==> src/rtl/img_read_seq.sv <==
// Frame read sequencer: walks a CHANNELS x ROWS x COLS buffer, issues one read per
// cycle and delivers coordinate tags aligned to the fixed-latency read data.
module img_read_seq #(
  parameter int unsigned ROWS     = 8,
  parameter int unsigned COLS     = 8,
  parameter int unsigned CHANNELS = 3,
  parameter int unsigned RD_LAT   = 2,
  parameter int unsigned MODE     = 0,
  localparam int unsigned N  = ROWS * COLS * CHANNELS,
  localparam int unsigned AW = (N > 1) ? $clog2(N) : 1,
  localparam int unsigned RW = (ROWS > 1) ? $clog2(ROWS) : 1,
  localparam int unsigned CW = (COLS > 1) ? $clog2(COLS) : 1,
  localparam int unsigned HW = (CHANNELS > 1) ? $clog2(CHANNELS) : 1
) (
  input  logic          clk,
  input  logic          reset,
  input  logic          start,
  input  logic          pause,
  output logic          busy,
  output logic          rd_en,
  output logic [AW-1:0] rd_addr,
  output logic          valid_out,
  output logic [RW-1:0] row_addr,
  output logic [CW-1:0] col_addr,
  output logic [HW-1:0] cha_addr,
  output logic          last_out,
  output logic          done
);

  localparam int unsigned DW = (RD_LAT > 1) ? $clog2(RD_LAT) : 1;
  localparam int unsigned TW = 2 + RW + CW + HW;
  localparam int unsigned PW = RD_LAT * TW;

  typedef enum logic [1:0] {IDLE, READ, DRAIN, DONE} state_t;

  state_t        state, state_nxt;
  logic          issue;
  logic [DW-1:0] drain_cnt;
  logic [AW-1:0] addr;
  logic [RW-1:0] row, row_nxt;
  logic [CW-1:0] col, col_nxt;
  logic [HW-1:0] cha, cha_nxt;
  logic          addr_last, row_last, col_last, cha_last;
  logic [TW-1:0] tag_in;
  logic [PW-1:0] pipe;

  assign addr_last = (addr == AW'(N - 1));
  assign row_last  = (row == RW'(ROWS - 1));
  assign col_last  = (col == CW'(COLS - 1));
  assign cha_last  = (cha == HW'(CHANNELS - 1));

  // Next state and read issue
  always_comb begin
    state_nxt = state;
    issue     = 1'b0;
    case (state)
      IDLE:    if (start) state_nxt = READ;
      READ: begin
        issue = !pause;
        if (issue && addr_last) state_nxt = DRAIN;
      end
      DRAIN:   if (drain_cnt == DW'(RD_LAT - 1)) state_nxt = DONE;
      DONE:    if (!start) state_nxt = IDLE;
      default: state_nxt = IDLE;
    endcase
  end

  // Coordinate advance in scan order; the final element wraps everything back to 0
  always_comb begin
    row_nxt = row;
    col_nxt = col;
    cha_nxt = cha;
    if (MODE == 0) begin
      col_nxt = col_last ? '0 : col + CW'(1);
      if (col_last) row_nxt = row_last ? '0 : row + RW'(1);
      if (col_last && row_last) cha_nxt = cha_last ? '0 : cha + HW'(1);
    end else begin
      cha_nxt = cha_last ? '0 : cha + HW'(1);
      if (cha_last) col_nxt = col_last ? '0 : col + CW'(1);
      if (cha_last && col_last) row_nxt = row_last ? '0 : row + RW'(1);
    end
  end

  assign tag_in = issue ? {1'b1, addr_last, row, col, cha} : '0;

  always_ff @(posedge clk or negedge reset) begin
    if (!reset) begin
      state     <= IDLE;
      busy      <= 1'b0;
      done      <= 1'b0;
      drain_cnt <= '0;
      addr      <= '0;
      row       <= '0;
      col       <= '0;
      cha       <= '0;
      pipe      <= '0;
    end else begin
      state     <= state_nxt;
      busy      <= (state_nxt != IDLE);
      done      <= (state_nxt == DONE);
      drain_cnt <= (state == DRAIN) ? drain_cnt + DW'(1) : '0;
      if (issue) begin
        addr <= addr_last ? '0 : addr + AW'(1);
        row  <= row_nxt;
        col  <= col_nxt;
        cha  <= cha_nxt;
      end
      // Tag shift register never stalls; unissued cycles enter as zero bubbles
      pipe <= PW'({pipe, tag_in});
    end
  end

  assign rd_en   = issue;
  assign rd_addr = addr;
  assign {valid_out, last_out, row_addr, col_addr, cha_addr} = pipe[PW-1 -: TW];

endmodule

==> config.mk <==
export PLATFORM = sky130hd
export DESIGN_NAME = img_read_seq
export DESIGN_NICKNAME = d
export VERILOG_FILES = /design/src/rtl/img_read_seq.sv
export SDC_FILE = /design/constraint.sdc
export NUM_CORES = 1
export LEC_CHECK = 0
export BUFFER_PORTS_ARGS = -buffer_cell sky130_fd_sc_hd__buf_4
export CAP_MARGIN = 20
export CORE_ASPECT_RATIO = 1.75
export CORE_UTILIZATION = 55
export DETAILED_ROUTE_END_ITERATION = 12
export HOLD_SLACK_MARGIN = 0.06
export PLACE_DENSITY = 0.78
export SETUP_SLACK_MARGIN = 0.4
export SYNTH_ARGS = -nofsm -noshare
export SYNTH_HDL_FRONTEND = slang
export SYNTH_SLANG_ARGS = --single-unit
export TNS_END_PERCENT = 10
==> constraint.sdc <==
create_clock -name clk -period 1.8 [get_ports clk]
set_input_delay 0.18 -clock clk [delete_from_list [all_inputs] [get_ports clk]]
set_output_delay 0.18 -clock clk [all_outputs]
set_load 0.05 [all_outputs]
# Word level (Yosys, flattened, before mapping)
# Cells that the tools add are included.
# totals
reg_bits	41
in_bits	4
output_inout_bits	21
elab_cells	41
# op_classes
n_addsub	5
eq_ne	8
muxes	12
n_reduce_logical	7
# op_table
operator	n
10-bit 2-to-1 mux	1
2-bit 2-to-1 mux	5
8-bit by 1-bit adder with 8-bit output (second input constant)	1
2-bit == test (second input constant)	4
8-bit == test (second input constant)	1
8-bit 2-to-1 mux	1
2-bit case mux with 4 select lines	1
3-bit by 1-bit adder with 3-bit output (second input constant)	2
3-bit == test (second input constant)	2
3-bit 2-to-1 mux	2
2-bit AND reduction	2
2-bit by 1-bit adder with 2-bit output (second input constant)	1
2-bit by 1-bit == test with 1-bit output (second input constant)	1
1-bit logical AND	2
2-bit zero test	1
1-bit 2-to-1 mux	2
2-bit nonzero test	1
1-bit adder (second input constant)	1
1-bit zero test	1

# Depth between registers and ports, before layout
# depth
depth_word	5
depth_mapped	6
depth_no_buf	4

# Worst setup path before layout
# OpenSTA, ideal clock, no wires.
# synth_path
path_kind	reg2reg
start	register addr[0] (netlist: rd_addr[0])
end	register addr[6] (netlist: rd_addr[6])
setup_time_ns	0.125
t_arrival_ns	1.607
required_ns	1.675
path_slack_ns	0.068
path_stages_with_launch	5
n_path_buf	0
period_less_slack_ns	1.732
cell_sequence	dfrtp_1 > ha_1 > nand3_1 > nor3_1 > mux2_2
# synth_between
elab_chain_cells	2
word_cells_on_any_way	3
cone_classes	add/sub: 1; eq/ne: 1; mux: 1
# synth_rtl
element	line_no	source
start, declared	39	logic [AW-1:0] addr;
start signal, assigned	103	addr <= addr_last ? '0 : addr + AW'(1);
8-bit by 1-bit adder with 8-bit output or 8-bit == test (tied branches)	103, 47	
8-bit 2-to-1 mux (*)	103	
# Mark *: on every way between the ends. The rest lies on a longest branch, timed or not.
# A chain may end at the register's enable or synchronous reset.

# Final worst setup path
# layout_path
start	register state[1]
end	register addr[3] (netlist: rd_addr[3])
# layout_between
elab_chain_cells	2
# layout_rtl
element	line_no	source
start, declared	36	state_t state, state_nxt;
start signal, assigned	98	state <= state_nxt;
2-bit by 1-bit == test with 1-bit output	56	case (state)
1-bit 2-to-1 mux	56	
# No other way between the ends.

==> reports/results.ini <==
[sta]
slew_viol_final=0
tns_ps=0
fin_worst_skew_ps=3.09
min_period_ps=1560
worstMarginPinSlew_ps=503
rsz0062_at_grt=yes
max_clock_freq_mhz=640
fin_hold_ws_ps=105
setup_viol=0
finalHoldViolCount=0
worst_slack_ps=238
post-route-period-util=0.868
max_slew_margin=0.665

[place]
dpl.hpwl_um=1870
dp.cells=170
dp_slack_ps=112
gp_congestion=0.830
port_buffers=24

[critical_path]
cp-start-kind=flop
cp.required_ps=2020
crit_fanout=8
crit_path_end_kind=flop
cp.arrival_ps=1780
worstRegToRegCells=4
critPathKind=flop to flop

[cells_and_area]
drive_gt1_frac=0.415
multi_input_area_um2=588
final_cells=191
syn_to_final_growth_pct=29.8
regArea_um2=1030
fillers=190
nets=172
antennaDiodeCount=0

[floorplanning]
io_pins=25
rows=25
die_area_um2=3200
die_w_um=43.2
start_util=0.594
fp.coreArea_um2=2750
dieHeight_um=74.1

[cts]
clock-sinks=41
cts_inserted_buffers=5
cts.htree.levels=2
clk-insertion-delay-late_ps=290
cts_tree=yes
cts_buffer_depth=2
path_clk_slew_ps=80
clockRootBuffer=clkbuf_8

[detailed_routing]
first_pass_iters=4
viasPerCell=5.61
wl_um=3090
drtAntennaViolNets=0
drc=0
post_drt_wl_per_cell_um=16.2
drt-initial-drc-count=41
num_vias=1071

[global_route]
grt_util_met3=0.0607
grt_max_degree=42
use_met2=0.383
grt_pass1_vias=1077
busiest_layer=met2
grt-ovfl-total=0
antenna_found_initial=0
grtUsageMet1=0.244
gr-usage-all-layers=0.219
grt_pass1_wl_um=4980

[synth]
synth_flop_cell=dfrtp_1
yosys.area.top_type_share=0.628
ys_ff_latch=41
synth_nets=138
async_flop_share=1.00
netlist_instances=129
synth.area.top_cells=dfrtp_1 63%, ha_1 3.8%, buf_4 3.7%
synth_cell_type_count=37
yosys.area.top_type=dfrtp_1
synth_edf_count=0
synth-seq-area-share=0.628
synthesis.area_um2=1630
ys_warn_count=0
syn_avg_cell_area_um2=12.7

[worst_hold_path]
whs_path_depth=3
hold_class=input pin to flop

[power]
p_total_mw=3.21
sequentialPowerShare=0.411
power.density_nw_per_um2=1510
comb_power_share=0.313
peakVddDrop_v=0.00156
p_leak_nw=1.07
p_sw_frac=0.358
intPower_mw=2.06
p_clk_frac=0.275
p_switching_mw=1.15

[outcome]
status=finished, final reports clean

[job]
maxCapViolations=0

-- cell usage in the layout (no fill, tap or decap), types with 3 or more instances in the layout --
master | synthesis | final
dfrtp_1 | 41 | 35
buf_4 | 8 | 32
nand2_1 | 11 | 11
and2_1 | 8 | 8
dfrtp_2 | 0 | 6
nor2b_1 | 5 | 5
clkbuf_8 | 0 | 5
nor3_1 | 5 | 4
nor2_1 | 4 | 4
mux2_2 | 5 | 4
ha_1 | 5 | 4
buf_6 | 1 | 3
-- stage by stage --
step	area, um^2	utilization
after floorplan	1680	-
after global placement	1820	0.660
after detailed placement	1820	0.660
after CTS	2070	0.751
after global routing	2120	0.770
final	2120	0.770
-- critical path, cell delays in order (launching register included) --
cell	delay, ps
dfrtp_1	390
or3b_4	430
buf_8	160
or3_4	340
a21oi_4	170
-- worst paths after layout --
check	slack [ps]	endpoint	start
setup / recovery	240	rd_addr[3]$_DFFE_PN0P_	state[1]$_DFF_PN0_
hold / removal	100	busy$_DFF_PN0_	start
setup reg to reg	240	rd_addr[3]$_DFFE_PN0P_	state[1]$_DFF_PN0_
hold reg to reg	350	pipe[16]$_DFF_PN0_	pipe[6]$_DFF_PN0_
max in group asynchronous	1030	rd_addr[1]$_DFFE_PN0P_	reset
min in group asynchronous	390	pipe[19]$_DFF_PN0_	reset
-- Yosys cell counts (4+ instances only) --
cell / count
nor3_1: 5
nand2_1: 11
nor2b_1: 5
ha_1: 5
dfrtp_1: 41
mux2_2: 5
nor2_1: 4
buf_4: 8
o21ai_0: 4
and2_1: 8
-- sequential cells by signal (all words and copies together), names as in the netlist --
signal / flops
pipe: 20
col: 3
cha: 2
busy: 1
state: 2
rd_addr: 8
drain_cnt: 1
done: 1
row: 3
-- kinds of logic (layout without fill, tap and decap cells) --
logic type,Yosys count,count (layout),synth area share
flip-flops,41,41,0.628
adder cells (fa/ha/maj),5,5,0.0383
AO/OA/AOI/OAI,11,11,0.0444
multiplexers,7,7,0.0475
XOR/XNOR,2,2,0.0107
buffers and inverters,14,49,0.0582
AND/OR/NAND/NOR,49,49,0.173
-- per-layer routing --
layer / up-vias / share of wire
li1: 499 / -
met1: 541 / 0.38
met2: 23 / 0.56
met3: 8 / 0.038
met4: 0 / 0.020
met5: - / 0
-- timing repair --
action | 4_1_cts | 5_1_grt
hold buffers | 1 | 0
resized for setup | 9 | 7
setup endpoints to repair | 16 | 22
buffers inserted | 9 | 3
hold endpoints to repair | 41 | 0
pin swaps | 2 | 4
-- power by group through the flow --
stage	Sequential, mW	Combinational [mW]	Clock [mW]
6_report	1.32	1.00	0.882
5_1_grt	1.34	1.07	0.932
4_1_cts	1.31	0.971	0.896
3_5_place_dp	1.33	0.890	0
3_3_place_gp	1.31	0.848	0
2_1_floorplan	1.48	0.485	0
-- area by class of cell --
cell class,instances,share of cell area
sequential,41,0.487
tap,27,0.0159
timing repair buffer,38,0.148
clock inverter,3,0.0324
multi-input combinational,74,0.277
clock buffer,5,0.0324
inverter,3,0.00649
Power figures use the tool's default switching activity.
